## config.mk

```make
export PLATFORM = sky130hd
export DESIGN_NAME = ip_sound_mixer
export DESIGN_NICKNAME = d
export VERILOG_FILES = /design/src/rtl/ip_sound_mixer.sv
export SDC_FILE = /design/constraint.sdc
export NUM_CORES = 1
export LEC_CHECK = 0
export ABC_AREA = 1
export CORE_UTILIZATION = 45
export CTS_BUF_LIST = sky130_fd_sc_hd__clkbuf_4
export CTS_CLUSTER_SIZE = 16
export DETAILED_ROUTE_END_ITERATION = 6
export GPL_ROUTABILITY_DRIVEN = 0
export GPL_TIMING_DRIVEN = 0
export PLACE_DENSITY = 0.69
export SLEW_MARGIN = 20
export SYNTH_ARGS = -nofsm -noshare
export SYNTH_HDL_FRONTEND = slang
export SYNTH_SLANG_ARGS = --single-unit
```

## constraint.sdc

```tcl
create_clock -name clk -period 4.3 [get_ports clk]
set_input_delay 0.86 -clock clk [delete_from_list [all_inputs] [get_ports clk]]
set_output_delay 0.86 -clock clk [all_outputs]
set_load 0.02 [all_outputs]
```

## src/rtl/ip_sound_mixer.sv

```systemverilog
// ---------------------------------------------------------------------------
// ip_sound_mixer
//
// N-channel sound mixer for cartridge sound sources feeding the PWM DAC.
// A sample strobe snapshots all channel inputs; a sequencer then walks the
// channels one per cycle, multiplying each sample by its CPU-programmed
// volume and accumulating. A final cycle scales the sum back to unity gain,
// saturates to the output width and publishes the result with a clip flag.
//
// Ports:
//   clk        system clock (21.47727 MHz)
//   reset      synchronous active-high reset
//   sample_en  one-cycle strobe that starts a mix
//   ch_in      packed channel samples, channel k at [k*IN_W +: IN_W]
//   vol_wr     volume write strobe
//   vol_addr   channel index for volume write and read-back
//   vol_wdata  volume write data
//   vol_rdata  registered read-back of vol[vol_addr] (0 when out of range)
//   busy       high while a mix is in progress
//   overrun    one-cycle pulse when a sample_en is dropped because busy
//   mix_out    signed mixed sample, held between updates
//   mix_valid  one-cycle pulse when mix_out updates
//   mix_clip   saturation flag belonging to the current mix_out
// ---------------------------------------------------------------------------
module ip_sound_mixer #(
    parameter int                CH_NUM    = 4,
    parameter int                IN_W      = 16,
    parameter int                VOL_W     = 4,
    parameter int                OUT_W     = 17,
    parameter logic [CH_NUM-1:0] CH_SIGNED = 4'b0101
) (
    input  logic                     clk,
    input  logic                     reset,
    input  logic                     sample_en,
    input  logic [CH_NUM*IN_W-1:0]   ch_in,
    input  logic                     vol_wr,
    input  logic [3:0]               vol_addr,
    input  logic [VOL_W-1:0]         vol_wdata,
    output logic [VOL_W-1:0]         vol_rdata,
    output logic                     busy,
    output logic                     overrun,
    output logic signed [OUT_W-1:0]  mix_out,
    output logic                     mix_valid,
    output logic                     mix_clip
);

    localparam int IDX_W = (CH_NUM > 1) ? $clog2(CH_NUM) : 1;
    // Product of an IN_W signed sample and a zero-extended (VOL_W+1) volume.
    localparam int PW    = IN_W + VOL_W + 1;
    // Wide enough that CH_NUM full-scale products can never overflow.
    localparam int AW    = PW + $clog2(CH_NUM);
    // Comparison width: covers both the shifted accumulator and the output.
    localparam int CW    = ((AW > OUT_W) ? AW : OUT_W) + 1;

    localparam logic [VOL_W-1:0]    VOL_UNITY = VOL_W'(1) << (VOL_W - 1);
    localparam logic signed [CW-1:0] SAT_MAX  = {{(CW-OUT_W+1){1'b0}}, {(OUT_W-1){1'b1}}};
    localparam logic signed [CW-1:0] SAT_MIN  = {{(CW-OUT_W+1){1'b1}}, {(OUT_W-1){1'b0}}};
    localparam logic [4:0]          CH_NUM_L  = 5'(CH_NUM);
    localparam logic [IDX_W-1:0]    IDX_LAST  = IDX_W'(CH_NUM - 1);

    typedef enum logic [1:0] {
        IDLE = 2'd0,
        ACC  = 2'd1,
        SAT  = 2'd2
    } state_t;

    state_t state_reg;
    state_t state_next;

    logic signed [IN_W-1:0]  ch_s     [CH_NUM];
    logic signed [IN_W-1:0]  snap_reg [CH_NUM];
    logic [VOL_W-1:0]        vol_reg  [CH_NUM];

    logic [IDX_W-1:0]        idx_reg;
    logic signed [AW-1:0]    acc_reg;
    logic signed [OUT_W-1:0] mix_out_reg;
    logic                    mix_valid_reg;
    logic                    mix_clip_reg;
    logic                    overrun_reg;
    logic [VOL_W-1:0]        vol_rdata_reg;

    logic                    start;
    logic                    addr_ok;
    logic [IDX_W-1:0]        vol_idx;

    // Normalise every channel to two's complement. Offset-binary channels
    // have their MSB inverted, which subtracts the midpoint.
    for (genvar gi = 0; gi < CH_NUM; gi++) begin : g_norm
        if (CH_SIGNED[gi]) begin : g_signed
            assign ch_s[gi] = ch_in[gi*IN_W +: IN_W];
        end else begin : g_offset
            assign ch_s[gi] = {~ch_in[gi*IN_W + IN_W - 1], ch_in[gi*IN_W +: IN_W-1]};
        end
    end

    assign start   = (state_reg == IDLE) && sample_en;
    assign addr_ok = ({1'b0, vol_addr} < CH_NUM_L);
    assign vol_idx = vol_addr[IDX_W-1:0];

    // ---------------- FSM: state register ----------------
    always_ff @(posedge clk) begin
        if (reset) begin
            state_reg <= IDLE;
        end else begin
            state_reg <= state_next;
        end
    end

    // ---------------- FSM: next state ----------------
    always_comb begin
        state_next = state_reg;
        case (state_reg)
            IDLE:    if (sample_en) state_next = ACC;
            ACC:     if (idx_reg == IDX_LAST) state_next = SAT;
            SAT:     state_next = IDLE;
            default: state_next = IDLE;
        endcase
    end

    // ---------------- FSM: outputs ----------------
    always_comb begin
        busy = (state_reg != IDLE);
    end

    // ---------------- Multiply-accumulate datapath ----------------
    logic signed [IN_W-1:0]  s_sel;
    logic [VOL_W-1:0]        vol_sel;
    logic signed [PW-1:0]    s_ext;
    logic signed [PW-1:0]    v_ext;
    logic signed [PW-1:0]    prod;
    logic signed [AW-1:0]    acc_next;
    logic signed [AW-1:0]    acc_shr;
    logic signed [CW-1:0]    sat_in;
    logic signed [OUT_W-1:0] sat_val;
    logic                    sat_clip;

    assign s_sel    = snap_reg[idx_reg];
    // Volume is read before any write on this edge lands, so a write that
    // coincides with this channel's ACC cycle only affects the next mix.
    assign vol_sel  = vol_reg[idx_reg];
    assign s_ext    = PW'(s_sel);
    assign v_ext    = $signed(PW'(vol_sel));
    assign prod     = s_ext * v_ext;
    assign acc_next = acc_reg + AW'(prod);

    // Arithmetic shift removes the unity-gain scale; rounds toward -inf.
    assign acc_shr  = acc_reg >>> (VOL_W - 1);
    assign sat_in   = CW'(acc_shr);

    always_comb begin
        sat_val  = sat_in[OUT_W-1:0];
        sat_clip = 1'b0;
        if (sat_in > SAT_MAX) begin
            sat_val  = SAT_MAX[OUT_W-1:0];
            sat_clip = 1'b1;
        end else if (sat_in < SAT_MIN) begin
            sat_val  = SAT_MIN[OUT_W-1:0];
            sat_clip = 1'b1;
        end
    end

    always_ff @(posedge clk) begin
        if (reset) begin
            idx_reg       <= '0;
            acc_reg       <= '0;
            mix_out_reg   <= '0;
            mix_valid_reg <= 1'b0;
            mix_clip_reg  <= 1'b0;
            overrun_reg   <= 1'b0;
        end else begin
            mix_valid_reg <= 1'b0;
            overrun_reg   <= sample_en && (state_reg != IDLE);
            case (state_reg)
                IDLE: begin
                    if (sample_en) begin
                        idx_reg <= '0;
                        acc_reg <= '0;
                    end
                end
                ACC: begin
                    acc_reg <= acc_next;
                    idx_reg <= idx_reg + 1'b1;
                end
                SAT: begin
                    mix_out_reg   <= sat_val;
                    mix_clip_reg  <= sat_clip;
                    mix_valid_reg <= 1'b1;
                end
                default: ;
            endcase
        end
    end

    // Sample snapshot: only loaded on an accepted strobe, so later changes on
    // ch_in cannot disturb a mix in progress. No reset needed.
    always_ff @(posedge clk) begin
        if (start) begin
            for (int k = 0; k < CH_NUM; k++) begin
                snap_reg[k] <= ch_s[k];
            end
        end
    end

    // ---------------- Volume registers ----------------
    always_ff @(posedge clk) begin
        if (reset) begin
            for (int k = 0; k < CH_NUM; k++) begin
                vol_reg[k] <= VOL_UNITY;
            end
            vol_rdata_reg <= VOL_UNITY;
        end else begin
            if (vol_wr && addr_ok) begin
                vol_reg[vol_idx] <= vol_wdata;
            end
            vol_rdata_reg <= addr_ok ? vol_reg[vol_idx] : '0;
        end
    end

    assign vol_rdata = vol_rdata_reg;
    assign overrun   = overrun_reg;
    assign mix_out   = mix_out_reg;
    assign mix_valid = mix_valid_reg;
    assign mix_clip  = mix_clip_reg;

endmodule

```

# [After elaboration in Yosys (flattened, before gate mapping)]
# Memories as Yosys holds them, arrays and structs flattened. A register that Yosys moved wholly into a read port is not among the register bits.
# Index checks and enable logic that the tools add are counted.
[totals] n_memories=2 elab_cells=62 output_inout_bits=25 ram_bits=80 ff_bits=51
[memory_table] memory="snap_reg" depth=4 width=16 read_ports=1 rd_ports_with_merged_regs=1 wr=4 line="71" rtl="logic signed [IN_W-1:0] snap_reg [CH_NUM];"
[memory_table] memory="vol_reg" depth=4 width=4 read_ports=2 rd_ports_with_merged_regs=1 wr=4 line="72" rtl="logic [VOL_W-1:0] vol_reg [CH_NUM];"
[classes] mux=27 reduce_logical=10 eq_ne=5 bitwise_logic=3 n_mul=1 add_sub_neg=2 n_lt_le_gt_ge=3
[op_table] cell="23-bit one-hot mux with 2 select lines" n=1
[op_table] cell="17-bit 2-to-1 mux" n=2
[op_table] cell="23-bit by 21-bit adder with 23-bit output" n=1
[op_table] cell="23-bit 2-to-1 mux" n=1
[op_table] cell="16-bit by 5-bit multiplier with 21-bit output" n=1
[op_table] cell="20-bit by 17-bit > comparator with 1-bit output, second input constant" n=1
[op_table] cell="20-bit by 17-bit < comparator with 1-bit output, second input constant" n=1
[op_table] cell="2-bit 2-to-1 mux" n=8
[op_table] cell="1-bit 2-to-1 mux" n=11
[op_table] cell="4-bit 2-to-1 mux" n=2
[op_table] cell="2-bit one-hot mux with 2 select lines" n=2
[op_table] cell="2-bit == test, second input constant" n=2
[op_table] cell="4-bit by 3-bit < comparator with 1-bit output, second input constant" n=1
[op_table] cell="2-bit inequality test, second input constant" n=2
[op_table] cell="2-bit AND reduction" n=2
[op_table] cell="2-bit nonzero test" n=2
[op_table] cell="4-bit OR reduction" n=1
[op_table] cell="1-bit logical AND" n=3
[op_table] cell="1-bit NOT" n=3
[op_table] cell="2-bit by 1-bit adder with 2-bit output, second input constant" n=1
[op_table] cell="2-bit by 1-bit == test with 1-bit output, second input constant" n=1
[op_table] cell="2-bit logical NOT" n=1
[op_table] cell="2-bit OR reduction" n=1

# [Depth between registers and ports, before layout]
# Gate-level depths: netlist of run 1.
[depth] word_depth=7 ltp_mapped=24

# [Worst setup path after synthesis of run 1]
# Ideal clock, no wire load.
[synth_path] kind="input -> register" start="input sample_en" end="register acc_reg[10]" n_path_buf=1 stages=6 slack_ns=0.016 arrival_ns=4.151 cell_sequence="inv_1 -> nor2_1 -> nor2_4 -> buf_4 -> nand2_1 -> a21oi_1"
[synth_between] elab_chain_cells=2
[synth_rtl] element="start, declared" line="34" rtl="input logic sample_en,"
[synth_rtl] element="2-bit inequality test (no line)"
[synth_rtl] element="2-bit AND reduction (no line)"
[synth_rtl] element="end signal, assigned" line="181" rtl="acc_reg <= acc_next;"
[synth_rtl] element="end, declared" line="75" rtl="logic signed [AW-1:0] acc_reg;"
# No other way between the ends.
# A chain may end at the register's enable or synchronous reset.

==> results.yml, run 1 <==
route:
  drc: 0
  num_vias: 7184
  drtIter0Drc: 481
  wire_per_inst_um: 15.7
  vias_per_cell: 5.10
  first_pass_iters: 5
  ant_nets: 0
  routed_wl_um: 22100
pwr:
  swShare: 0.465
  power_frac_clock: 0.130
  vdd_ir_drop_max_mv: 0.471
  p_per_area_nw_per_um2: 656
  seqPwrFrac: 0.205
  p_comb_frac: 0.665
  leakage_nw: 5.03
  p_int_mw: 4.05
  p_switching_mw: 3.52
floorplanning:
  core_area_um2: 18800
  die_x_um: 141
  ioPinCount: 101
  start_util: 0.462
  die-area_um2: 19800
  rows: 50
  die_h_um: 141
timing:
  worst_pin_slew_ns: 0.625
  slew_headroom: 0.583
  hold_viol: 0
  fmax_ghz: 0.237
  rsz0062_at_grt: "yes"
  setup_slack_ns: 0.0769
  setup_viol: 0
  fin_crit_ns: 4.22
  slew_viol_final: 0
  finClkSkew_ns: 0.0319
  min_period_over_period: 0.982
logic_synthesis:
  synth-edff-count: 80
  syn_area_um2: 8660
  yosysUniqueCellTypes: 41
  ys_seq_elements: 133
  ys_warn_count: 0
  ys.flop_type: "edfxtp_1"
  yosysSeqAreaShare: 0.400
  synthArstFlopShare: 0
  synth.avg_cell_area_um2: 8.59
  syn_inst: 1008
  syn_nets: 1187
worst_hold_path:
  hold_class: "register to register"
cts:
  cts_hold_buf: 0
  cts_buffers: 17
  clockBufferDepth: 2
  cts.sinks: 133
  insertion_delay_ns: 0.59
  cts_tree: "yes"
  htree_levels: 4
  ctsRootBufferMaster: "clkbuf_4"
  path_clk_slew_ns: 0.11
setup_path:
  startpoint_type: "register"
  cp_max_fo: 7
  cp_data_required_time_ns: 4.79
  worst-setup-path-type: "register to register"
  end_kind: "register"
  crit_arrival_ns: 4.71
placement:
  dpl.hpwl_um: 16100
  placed_cell_area_um2: 10000
  preCtsSetupSlack_ns: -0.793
  io_buffers: 99
grt:
  grt_pass1_wl_um: 33300
  grt_pass1_vias: 6839
  grt_max_degree: 27
  grt_use_total: 0.219
  antenna_found_initial: 1
  grt_overflow: 0
flow_run:
  drv_cap: 0
finish:
  nFillCells: 1541
  utilization: 0.615
  postLayoutCellArea_um2: 11500
  largest_reg_flops: 64
  nets: 1340
  area_delta_synth_final_pct: 33.2
  drive_gt1_frac: 0.227
status:
  status: "completed"
cell type report:
type	count	area, um2	area share
well taps	234	293	0.0254
diodes	1	2.50	0.000217
clock inverters	13	196	0.0170
flip-flops and latches	133	3470	0.301
plain buffers	29	288	0.0249
clock buffers	19	143	0.0124
inverters	190	721	0.0624
multi-input cells	656	5010	0.434
repair buffers	134	1420	0.123
path summary, 6_finish.rpt:
path | cells past startpoint | startpoint | slack [ns] | end
worst max-delay path | 22 | register | 0.08 | acc_reg[16]$_SDFFE_PP0P_
worst max register to register | 22 | register | 0.08 | acc_reg[16]$_SDFFE_PP0P_
worst min-delay path | 2 | mix_out[9]$_SDFFE_PP0P_ | 0.47 | mix_out[9]$_SDFFE_PP0P_
worst min register to register | 2 | mix_out[9]$_SDFFE_PP0P_ | 0.47 | mix_out[9]$_SDFFE_PP0P_
worst max-delay path: stages (launching register included):
cell and delay (ns):
dfxtp_4 0.40, inv_4 0.09, buf_8 0.12, nand2_2 0.07, a32oi_4 0.24, inv_4 0.12
buf_8 0.16, nor2_2 0.11, fa_1 0.46, fa_1 0.55, inv_2 0.05, fa_1 0.54
inv_1 0.08, ha_4 0.26, nand2_2 0.08, nand2_2 0.06, a21oi_2 0.17, inv_1 0.07
a21oi_2 0.13, nand2_1 0.07, nand2_1 0.07, nand3_2 0.07, a21oi_1 0.17
cells by family after synthesis:
logic type               count (synthesis)  synth area share
buffers and inverters                  219             0.105
AND/OR/NAND/NOR                        397             0.189
AO/OA/AOI/OAI                          154             0.106
XOR/XNOR                                 2           0.00202
flip-flops                             133             0.400
adder cells (fa/ha/maj)                103             0.197
placed cells by master, fill, tap and decap left out, types with 17 or more instances in the layout:
cell	instances
inv_1	159
inv_2	28
o21ai_0	32
nor2_1	83
clkdlybuf4s50_1	99
nand2_1	177
a21oi_1	66
nor2_2	27
ha_4	17
edfxtp_1	80
nand3_1	22
dfxtp_1	51
buf_4	28
ha_1	29
nand2_2	28
clkbuf_4	19
fa_1	56
layer usage:
layer,wire length (um),share of wire,track usage
met2,11300,0.51,0.393
met3,858,0.039,0.0374
met4,430,0.019,0.0749
met1,9450,0.43,0.266
met5,0,0,0
synthesized netlist by cell type (2+ instances only):
cell / count / area share
nand2_1: 210 / 0.091
inv_1: 178 / 0.077
nor2_1: 118 / 0.051
edfxtp_1: 80 / 0.28
a21oi_1: 78 / 0.045
fa_1: 56 / 0.13
dfxtp_1: 53 / 0.12
ha_1: 47 / 0.068
nand3_1: 37 / 0.021
o21ai_0: 35 / 0.020
a32o_1: 12 / 0.014
inv_2: 12 / 0.0052
buf_4: 10 / 0.0087
nand3b_1: 7 / 0.0061
a21boi_0: 6 / 0.0052
buf_2: 6 / 0.0035
buf_6: 6 / 0.0078
clkbuf_1: 6 / 0.0026
nand2_2: 5 / 0.0036
a22oi_1: 4 / 0.0035
nor3_1: 4 / 0.0023
o21ai_1: 4 / 0.0023
o21bai_1: 4 / 0.0035
or2_2: 4 / 0.0029
a32oi_2: 3 / 0.0056
nand4_1: 3 / 0.0022
nor2_2: 3 / 0.0022
a32oi_1: 2 / 0.0020
nor2_4: 2 / 0.0026
o22ai_1: 2 / 0.0014
timing repair:
item,4_1_cts,5_1_grt
gates cloned,0,7
pin swaps,6,76
setup endpoints to repair,17,17
buffers inserted,3,23
gates resized for setup,52,168
power groups by stage:
stage | Combinational [mW] | Clock, mW | Sequential [mW]
5_1_grt | 5.57 | 1.05 | 1.56
6_report | 5.04 | 0.986 | 1.55
3_3_place_gp | 3.32 | 0 | 1.59
3_5_place_dp | 3.38 | 0 | 1.58
2_1_floorplan | 2.59 | 0 | 1.55
4_1_cts | 3.76 | 0.994 | 1.55
metrics by stage:
stage | setup TNS [ns] | instances | hold slack (ns) | total power, mW
4_1_cts | 0 | 1378 | 0.472 | 6.31
5_1_grt | -0.996 | 1409 | 0.496 | 8.18
3_3_place_gp | -151.07 | 1341 | 0.452 | 4.91
6_report | 0 | 1409 | 0.471 | 7.57
3_5_place_dp | -6.53 | 1343 | 0.455 | 4.96
2_1_floorplan | 0 | 1008 | 0.444 | 4.14
Note: power is estimated with default switching activity, not from simulation.
==> run 2, diff against run 1 <==
--- a/config.mk
+++ b/config.mk
@@ -7,7 +7,7 @@
 export LEC_CHECK = 0
 export ABC_AREA = 1
 export CORE_UTILIZATION = 45
-export CTS_BUF_LIST = sky130_fd_sc_hd__clkbuf_4
+export CTS_BUF_LIST = sky130_fd_sc_hd__clkbuf_8
 export CTS_CLUSTER_SIZE = 16
 export DETAILED_ROUTE_END_ITERATION = 6
 export GPL_ROUTABILITY_DRIVEN = 0
==> results.yml, run 2 (same netlist as run 1, synthesis figures left out) <==
status:
  status: "completed"
pwr:
  leakage_nw: 5.01
  vdd_ir_drop_max_mv: 0.406
  p_per_area_nw_per_um2: 660
  power_mw: 7.56
cts:
  path_clk_slew_ns: 0.07
  cts_buffers: 17
  ctsRootBufferMaster: "clkbuf_8"
  clockBufferDepth: 2
  insertion_delay_ns: 0.46
  cts_tree: "yes"
  cts.sinks: 133
  htree_levels: 4
placement:
  io_buffers: 99
  dpl.hpwl_um: 16100
  placed_cell_area_um2: 10000
  post-place-cells: 1343
  preCtsSetupSlack_ns: -0.793
flow_run:
  drv_cap: 0
timing:
  slew_viol_final: 0
  setup_viol: 0
  hold_viol: 0
  worst_pin_slew_ns: 0.632
  slew_headroom: 0.579
  rsz0062_at_grt: "yes"
  min_period_over_period: 0.992
  setup_slack_ns: 0.0331
  fin_crit_ns: 4.27
  finClkSkew_ns: 0.0140
  fmax_ghz: 0.234
finish:
  largest_reg_flops: 64
  drive_gt1_frac: 0.206
  area_delta_synth_final_pct: 32.1
  nFillCells: 1579
  diodes: 0
  final_common_cell: "nand2_1"
  postLayoutCellArea_um2: 11400
  nets: 1336
  finalNonFillerCells: 1404
  mostFrequentLayoutCells: "nand2_1 (187), inv_1 (166), clkdlybuf4s50_1 (99)"
grt:
  grt_pass1_wl_um: 33500
  grt_overflow: 0
  grt_use_total: 0.221
  grt_pass1_vias: 6856
  antenna_found_initial: 0
  grt_max_degree: 27
route:
  vias_per_cell: 5.08
  ant_nets: 0
  drc: 0
  routed_wl_um: 21600
  num_vias: 7129
  drtIter0Drc: 406
  wire_per_inst_um: 15.4
  first_pass_iters: 5
setup_path:
  cp_max_fo: 7
  worst-setup-path-type: "register to register"
  end_kind: "register"
  startpoint_type: "register"
  cp_data_required_time_ns: 4.68
  crit_arrival_ns: 4.65
floorplanning:
  die_x_um: 141
  rows: 50
  ioPinCount: 101
  core_area_um2: 18800
  die-area_um2: 19800
  start_util: 0.462
  die_h_um: 141
worst_hold_path:
  hold_class: "register to register"
[run 2: changes by cell type in the layout (fill, tap and decap cells not counted), sizes merged]
cell / change
clkbuf: -5
inv: +2
buf: -1
diode: -1
[run 2: path summary, 6_finish.rpt]
kind                                 from                        to  slack [ns]  cells after the start
setup / recovery                 register  acc_reg[21]$_SDFFE_PP0P_        0.03                     19
hold / removal    mix_out[9]$_SDFFE_PP0P_   mix_out[9]$_SDFFE_PP0P_        0.47                      2
setup reg to reg                 register  acc_reg[21]$_SDFFE_PP0P_        0.03                     19
hold reg to reg   mix_out[9]$_SDFFE_PP0P_   mix_out[9]$_SDFFE_PP0P_        0.47                      2
[run 2: critical path, cell delays in order, from the launching register on]
cell and delay [ns]:
dfxtp_4 0.42, buf_8 0.14, o21ai_0 0.11, o22ai_2 0.27, inv_2 0.13, nor2_4 0.20
buf_4 0.15, fa_1 0.45, fa_1 0.49, inv_1 0.05, fa_1 0.52, inv_1 0.07
ha_4 0.25, a21oi_1 0.25, nand2_1 0.13, a21oi_2 0.18, nand3_1 0.10, nand2_1 0.06
nand3_1 0.09, a21oi_1 0.13
[run 2: report_power, final]
part / switching, mW / leakage, nW / total, mW / internal, mW
logic: 2.81 / 3.59 / 4.84 / 2.03
clock network: 0.523 / 0.225 / 1.16 / 0.638
registers: 0.0897 / 1.20 / 1.55 / 1.46
total: 3.42 / 5.01 / 7.56 / 4.13
[run 2: final cells by class]
cell class | instances | area, um2 | share of cell area
clock buffers | 17 | 234 | 0.0204
repair buffers | 130 | 1330 | 0.116
well taps | 234 | 293 | 0.0256
plain buffers | 29 | 279 | 0.0244
flip-flops and latches | 133 | 3470 | 0.303
clock inverters | 15 | 204 | 0.0178
multi-input cells | 656 | 4920 | 0.430
inverters | 190 | 721 | 0.0630
[run 2: through the flow]
step                TNS [ns]   util  hold WS [ns]
finish                     0  0.610         0.465
global route          -0.930  0.610         0.488
CTS                  -0.0304  0.571         0.466
detailed placement     -6.53  0.533         0.455
global placement     -151.07  0.530         0.452
floorplan                  0      -         0.444
[run 2: timing repair]
item,CTS,global route
hold buffers,0,0
setup endpoints to repair,17,16
pin swaps,6,56
resized for setup,49,141
buffers inserted,3,22
cloned,0,4
[run 2: per-layer routing]
| layer | vias up | wire length, um | GRT usage | share of wire |
|---|---|---|---|---|
| met2 | 186 | 11100 | 0.398 | 0.51 |
| met4 | 0 | 479 | 0.0727 | 0.022 |
| met5 | - | 0 | 0 | 0 |
| li1 | 3520 | - | - | - |
| met1 | 3387 | 9010 | 0.268 | 0.42 |
| met3 | 36 | 1020 | 0.0357 | 0.047 |
